--- config.mk ---
export PLATFORM = sky130hd
export DESIGN_NAME = mac_accum_4b_flat
export DESIGN_NICKNAME = d
export VERILOG_FILES = /design/src/rtl/mac_accum_4b_pkg.sv /design/src/rtl/mac_accum_4b_if.sv /design/src/rtl/mac_accum_4b.sv /design/src/flat_wrapper.sv
export SDC_FILE = /design/constraint.sdc
export NUM_CORES = 1
export LEC_CHECK = 0
export ABC_AREA = 0
export BUFFER_PORTS_ARGS = -buffer_cell sky130_fd_sc_hd__buf_2
export CORE_UTILIZATION = 46
export DETAILED_ROUTE_END_ITERATION = 8
export GPL_ROUTABILITY_DRIVEN = 0
export GPL_TIMING_DRIVEN = 0
export PLACE_DENSITY = 0.75
export SYNTH_ARGS = -nofsm -noshare
export SYNTH_HDL_FRONTEND = slang
export SYNTH_SLANG_ARGS = --single-unit
--- constraint.sdc ---
create_clock -name clk -period 2.7 [get_ports clk]
set_input_delay 0.135 -clock clk [delete_from_list [all_inputs] [get_ports clk]]
set_output_delay 0.135 -clock clk [all_outputs]
set_load 0.01 [all_outputs]
--- src/rtl/mac_accum_4b_pkg.sv ---
// mac_pkg: shared types and defaults for the mac_accum_4b slice.
//   state_e        : block controller state (IDLE/RUN/DRAIN/DONE), 2 bits
//   *_DEF          : default ACC_W / MAX_TERMS / CNT_W for the top
//   OPER_W, PROD_W : multiplier operand and product widths
package mac_pkg;

  typedef enum logic [1:0] {
    IDLE  = 2'd0,
    RUN   = 2'd1,
    DRAIN = 2'd2,
    DONE  = 2'd3
  } state_e;

  localparam int ACC_W_DEF     = 12;
  localparam int MAX_TERMS_DEF = 16;
  localparam int CNT_W_DEF     = 5;

  localparam int OPER_W = 4;
  localparam int PROD_W = 8;

endpackage

--- src/rtl/mac_accum_4b_if.sv ---
// mac_accum_4b_if: bundles the operand stream, the external multiplier link
// and the result stream of mac_accum_4b.
//   in_*   : operand pair stream (valid/ready, in_last marks block end)
//   mul_*  : registered operands out, combinational product back
//   out_*  : block result stream (valid/ready)
// Modports: slave = the accumulator, master = producer/consumer/multiplier.
interface mac_accum_4b_if
  import mac_pkg::*;
#(
  parameter int ACC_W = ACC_W_DEF,
  parameter int CNT_W = CNT_W_DEF
);

  logic              in_valid;
  logic              in_ready;
  logic [OPER_W-1:0] in_a;
  logic [OPER_W-1:0] in_b;
  logic              in_last;

  logic [OPER_W-1:0] mul_a;
  logic [OPER_W-1:0] mul_b;
  logic [PROD_W-1:0] mul_p;

  logic              out_valid;
  logic              out_ready;
  logic [ACC_W-1:0]  out_acc;
  logic [CNT_W-1:0]  out_count;
  logic              out_ovf;

  modport slave (
    input  in_valid, in_a, in_b, in_last, mul_p, out_ready,
    output in_ready, mul_a, mul_b, out_valid, out_acc, out_count, out_ovf
  );

  modport master (
    output in_valid, in_a, in_b, in_last, mul_p, out_ready,
    input  in_ready, mul_a, mul_b, out_valid, out_acc, out_count, out_ovf
  );

endinterface

--- src/rtl/mac_accum_4b.sv ---
// mac_accum_4b: streaming multiply-accumulate controller for an external
// 4x4 combinational multiplier.
//   clk    : rising-edge clock
//   reset  : synchronous, active-high
//   bus    : mac_accum_4b_if.slave (operand stream, multiplier link, result)
// Stage 1 (accept edge) registers operands onto mul_a/mul_b; stage 2 (next
// edge) adds the returned product into the accumulator. Back-to-back terms
// overlap the two stages, so throughput is one term per clock.
module mac_accum_4b
  import mac_pkg::*;
#(
  parameter int ACC_W     = ACC_W_DEF,
  parameter int MAX_TERMS = MAX_TERMS_DEF,
  parameter int CNT_W     = CNT_W_DEF
) (
  input  logic            clk,
  input  logic            reset,
  mac_accum_4b_if.slave   bus
);

  state_e            state_q, state_d;
  logic [OPER_W-1:0] mul_a_q, mul_a_d;
  logic [OPER_W-1:0] mul_b_q, mul_b_d;
  logic              pv_q, pv_d;       // product on mul_p belongs to a live term
  logic [ACC_W-1:0]  acc_q, acc_d;
  logic [CNT_W-1:0]  cnt_q, cnt_d;
  logic              ovf_q, ovf_d;

  logic              in_ready;
  logic              out_valid;
  logic              accept;
  logic              eff_last;
  logic              drain_hs;
  logic [CNT_W:0]    n_after;
  logic [ACC_W:0]    sum;

  assign accept   = bus.in_valid && in_ready;
  assign drain_hs = out_valid && bus.out_ready;

  // cnt_q lags acceptance by one edge, so the term still in stage 2 (pv_q)
  // has to be added to get the count including the term being accepted.
  assign n_after  = {1'b0, cnt_q} + {{CNT_W{1'b0}}, pv_q} + {{CNT_W{1'b0}}, 1'b1};
  assign eff_last = bus.in_last || (n_after == (CNT_W+1)'(MAX_TERMS));

  // Carry out of bit ACC_W-1 is what flags overflow.
  assign sum = {1'b0, acc_q} + (ACC_W+1)'(bus.mul_p);

  // ---------------------------------------------------------------- FSM
  always_ff @(posedge clk) begin
    if (reset) state_q <= IDLE;
    else       state_q <= state_d;
  end

  always_comb begin
    state_d = state_q;
    unique case (state_q)
      IDLE:    if (accept) state_d = eff_last ? DRAIN : RUN;
      RUN:     if (accept && eff_last) state_d = DRAIN;
      DRAIN:   state_d = DONE;
      DONE:    if (bus.out_ready) state_d = IDLE;
      default: state_d = IDLE;
    endcase
  end

  // in_ready is forced low while reset is held, not just after it.
  always_comb begin
    in_ready  = 1'b0;
    out_valid = 1'b0;
    unique case (state_q)
      IDLE, RUN: in_ready  = !reset;
      DONE:      out_valid = 1'b1;
      default:   ;
    endcase
  end

  // ----------------------------------------------------------- datapath
  always_comb begin
    mul_a_d = mul_a_q;
    mul_b_d = mul_b_q;
    pv_d    = accept;
    acc_d   = acc_q;
    cnt_d   = cnt_q;
    ovf_d   = ovf_q;

    // Operands hold when nothing is accepted; only pv drops.
    if (accept) begin
      mul_a_d = bus.in_a;
      mul_b_d = bus.in_b;
    end

    if (pv_q) begin
      acc_d = sum[ACC_W-1:0];
      cnt_d = cnt_q + CNT_W'(1);
      if (sum[ACC_W]) ovf_d = 1'b1;
    end

    // Result handed off: start the next block from a clean slate.
    if (drain_hs) begin
      acc_d = '0;
      cnt_d = '0;
      ovf_d = 1'b0;
    end
  end

  always_ff @(posedge clk) begin
    if (reset) begin
      mul_a_q <= '0;
      mul_b_q <= '0;
      pv_q    <= 1'b0;
      acc_q   <= '0;
      cnt_q   <= '0;
      ovf_q   <= 1'b0;
    end else begin
      mul_a_q <= mul_a_d;
      mul_b_q <= mul_b_d;
      pv_q    <= pv_d;
      acc_q   <= acc_d;
      cnt_q   <= cnt_d;
      ovf_q   <= ovf_d;
    end
  end

  // -------------------------------------------------------------- outputs
  assign bus.in_ready  = in_ready;
  assign bus.mul_a     = mul_a_q;
  assign bus.mul_b     = mul_b_q;
  assign bus.out_valid = out_valid;
  assign bus.out_acc   = acc_q;
  assign bus.out_count = cnt_q;
  assign bus.out_ovf   = ovf_q;

endmodule

--- src/flat_wrapper.sv ---
// flat-port wrapper written by rule: the top's interface ports become plain ports
module mac_accum_4b_flat import mac_pkg::*;
#(
  parameter int ACC_W     = ACC_W_DEF,
  parameter int MAX_TERMS = MAX_TERMS_DEF,
  parameter int CNT_W     = CNT_W_DEF
)
  (clk, reset, bus_in_valid, bus_in_a, bus_in_b, bus_in_last, bus_mul_p, bus_out_ready, bus_in_ready, bus_mul_a, bus_mul_b, bus_out_valid, bus_out_acc, bus_out_count, bus_out_ovf);
  mac_accum_4b_if #(.ACC_W(ACC_W), .CNT_W(CNT_W)) bus_i ();
  input  logic clk;
  input  logic reset;
  input wire logic [$bits(bus_i.in_valid)-1:0] bus_in_valid;
  input wire logic [$bits(bus_i.in_a)-1:0] bus_in_a;
  input wire logic [$bits(bus_i.in_b)-1:0] bus_in_b;
  input wire logic [$bits(bus_i.in_last)-1:0] bus_in_last;
  input wire logic [$bits(bus_i.mul_p)-1:0] bus_mul_p;
  input wire logic [$bits(bus_i.out_ready)-1:0] bus_out_ready;
  output wire logic [$bits(bus_i.in_ready)-1:0] bus_in_ready;
  output wire logic [$bits(bus_i.mul_a)-1:0] bus_mul_a;
  output wire logic [$bits(bus_i.mul_b)-1:0] bus_mul_b;
  output wire logic [$bits(bus_i.out_valid)-1:0] bus_out_valid;
  output wire logic [$bits(bus_i.out_acc)-1:0] bus_out_acc;
  output wire logic [$bits(bus_i.out_count)-1:0] bus_out_count;
  output wire logic [$bits(bus_i.out_ovf)-1:0] bus_out_ovf;
  assign bus_i.in_valid = bus_in_valid;
  assign bus_i.in_a = bus_in_a;
  assign bus_i.in_b = bus_in_b;
  assign bus_i.in_last = bus_in_last;
  assign bus_i.mul_p = bus_mul_p;
  assign bus_i.out_ready = bus_out_ready;
  assign bus_in_ready = bus_i.in_ready;
  assign bus_mul_a = bus_i.mul_a;
  assign bus_mul_b = bus_i.mul_b;
  assign bus_out_valid = bus_i.out_valid;
  assign bus_out_acc = bus_i.out_acc;
  assign bus_out_count = bus_i.out_count;
  assign bus_out_ovf = bus_i.out_ovf;
  mac_accum_4b #(.ACC_W(ACC_W), .MAX_TERMS(MAX_TERMS), .CNT_W(CNT_W)) u_core (.clk(clk), .reset(reset), .bus(bus_i));
endmodule
==> results.ini <==
[sta]
post-route-period-util = 0.9191
relSlewSlack = 0.5711
slew_viol_final = 0
finClkSkew_ps = 7.173
tns_ps = 0
rsz0062_at_grt = false
worst_hold_slack_ps = 189.4
hold_viol = 0
setup_viol = 0
clock.fmax_mhz = 403.0
layout_setup_ws_ps = 218.3
fin_crit_ps = 2482
worst_pin_slew_ps = 643.4

[synth]
synth_xor_area_frac = 0.02134
synthCells = 194
yosys_warnings = 0
synth_edf_count = 0
ys.flop_type = dfxtp_1
synthMuxAreaShare = 0.01829
synthSimpleGateAreaFrac = 0.2279
synth_top_family_by_area = simple AND/OR/NAND/NOR gates
seq_area_frac_synth = 0.3537
synth_area_leaders = dfxtp_1, ha_1, nand2_1, nand3b_1, a21oi_1
synth.ff_latch_count = 29
synth_top_cell_area_share = 0.3537
synth.distinct_cells = 44
synth_compound_area_frac = 0.2066
avgSynthCellArea_um2 = 8.462
synthesis.area_mm2 = 0.001642
yosysTopAreaCell = dfxtp_1
yosys.area_share.adder = 0.1265
synthArstFlopShare = 0
syn-num-nets = 231

[setup_path]
worst-setup-path-type = flip-flop to flip-flop
arrival_ps = 2740
crit_fanout = 8
cp-end-kind = flip-flop
required_ps = 2960
crit_top_cell = ha_1
cpLargestDelayFamily = simple AND/OR/NAND/NOR gates
cp_slowest_cell = or4b_1
crit_start = u_core.pv_q
worstReg2RegStart = u_core.pv_q
startpoint_type = flip-flop
crit_chain = inv_4 -> ha_1 -> inv_1 -> ha_1 -> or3b_1 -> a211o_1 -> o211a_1 -> or4b_1 -> o31ai_1
slowest_delay_ps = 500
path_buf_inv = 2

[global_route]
grt_pass1_wl_um = 5920
overflow = 0
antenna_found_initial = 0
grtUsageTotal = 0.2120
grt_max_degree = 13
grt_pass1_vias = 1364

[placement]
numPortBuffers = 48
post_dp_cell_area_mm2 = 0.001939
post-place-ws_ps = -271.8
dp_hpwl_um = 2628

[cells_and_area]
areaGrowthSynthToFinish_pct = 29.65
nets = 296
multi_input_area_um2 = 985.9
seq_area_um2 = 580.6
diodes = 0
fill_cells = 307
final_layout_size_suffix_gt1_frac = 0.2385
post-route-util = 0.6279
design_area_mm2 = 0.002128

[floorplanning]
fp.dieArea_mm2 = 0.003812
initial_utilization = 0.4843
die-width_um = 61.74
io_pins = 49
rows = 21
die_h_um = 61.74
fp.coreArea_mm2 = 0.003390

[detailed_routing]
avgViaCountPerCell = 5.212
vias = 1595
drtIter0Drc = 123
wirelength_um = 3667
drtPass1Iterations = 4
detail_route.wl_per_cell_um = 11.98
antenna_left = 0
drc = 0

[clocking]
clkTransAtPathRegs_ps = 110
numCtsBuffers = 5
cts_tree = done
cts-root-buf = clkbuf_4
clockBufferDepth = 2
clk_latency_ps = 330
h-tree-depth = 2
cts_sinks = 29

[status]
status = complete, no violations

[worst_hold_path]
hold_path.class = primary input to flip-flop
hp-start = bus_mul_p[0]

[pwr]
p_leak_nw = 1.010
irDropWorstVdd_uv = 340.7
p_per_area_mw_per_mm2 = 638.6

[job]
cap_viol_max_count = 0

==> metrics by stage <==
stage	total power, mW	std cells
final	1.359	306
after global placement	0.9615	288
after floorplan	0.8387	194
after detailed placement	0.9723	288
after CTS	1.352	303
after global routing	1.462	306
==> layout by cell type, fill, tap and decap left out, drive strengths merged, types with 8 or more instances in the layout <==
| cell | count |
|---|---|
| a21oi | 12 |
| buf | 52 |
| clkbuf | 8 |
| dfxtp | 29 |
| dlygate4sd3 | 8 |
| ha | 15 |
| inv | 14 |
| nand2 | 24 |
| nand3b | 9 |
| nor2 | 16 |
| o21ai | 9 |
==> synth_stat cells, types with 2 or more instances <==
cell type / n
a21oi_1: 12
dfxtp_1: 29
nor3_1: 2
nor2_1: 16
a21o_1: 3
inv_1: 14
nor4_1: 2
nand3_1: 3
a211oi_1: 4
o21a_1: 3
or3_1: 3
clkbuf_1: 5
o21bai_1: 3
o21ai_0: 9
nand4_1: 2
ha_1: 15
xor2_1: 3
nor2b_1: 6
nand2_1: 24
nand3b_1: 9
a311o_1: 2
mux2i_1: 3
==> cell families (layout without fill, tap and decap cells) <==
group / after synthesis / count (layout)
flip-flops: 29 / 29
buffers and inverters: 20 / 86
AO/OA/AOI/OAI: 49 / 49
adder cells (fa/ha/maj): 16 / 16
XOR/XNOR: 4 / 4
multiplexers: 3 / 3
AND/OR/NAND/NOR: 73 / 73
==> worst register-to-register path, cell delays in order, from the launching register on <==
cell	delay [ps]
dfxtp_1	420
inv_4	130
ha_1	160
inv_1	40
ha_1	180
or3b_1	340
a211o_1	280
o211a_1	260
or4b_1	500
o31ai_1	70
==> state kept, by name (all words and copies together) (netlist names) <==
register,flops
u_core.state_q,2
u_core.bus.mul_b,4
u_core.bus.mul_a,4
u_core.bus.out_acc,12
u_core.bus.out_ovf,1
u_core.pv_q,1
u_core.bus.out_count,5
==> layout make-up <==
| type | count | area share |
|---|---|---|
| clock inverter | 3 | 0.02175 |
| clock buffer | 5 | 0.01764 |
| sequential | 29 | 0.2728 |
| timing repair buffer | 60 | 0.1646 |
| inverter | 15 | 0.02763 |
| multi-input combinational | 145 | 0.4633 |
| tap | 46 | 0.02704 |
| buffer | 3 | 0.005291 |
==> path summary, 6_finish.rpt <==
kind | end | slack [ps] | depth (start not counted)
min reg2reg | u_core.bus.mul_a[3] | 470 | 2
max | u_core.state_q[1] | 220 | 9
min | u_core.bus.out_acc[0] | 190 | 4
max reg2reg | u_core.state_q[1] | 220 | 9
==> where the power goes <==
| part | switching (mW) | internal (mW) | leakage [nW] | total (mW) |
|---|---|---|---|---|
| registers | 0.0499 | 0.489 | 0.237 | 0.539 |
| logic | 0.252 | 0.202 | 0.732 | 0.454 |
| clock network | 0.170 | 0.196 | 0.0414 | 0.366 |
| total | 0.472 | 0.887 | 1.01 | 1.36 |
==> repair_timing <==
item                                    CTS  global route
buffers inserted                          0             4
hold buffers                              8             0
pin swaps                                 0             0
endpoints found under the setup margin    2             1
resized for setup                         1             1
cloned                                    0             0
endpoints found under the hold margin     8             0
==> per-layer routing <==
metal / track usage / part of all wire / up-vias / routed length, um
met5: 0 / 0 / - / 0
met4: 0.08254 / 0.013 / 0 / 46
met3: 0.06418 / 0.064 / 7 / 233
met2: 0.3364 / 0.45 / 66 / 1632
met1: 0.2708 / 0.48 / 698 / 1755
li1: - / - / 824 / -
(Power assumes the default switching activity.)
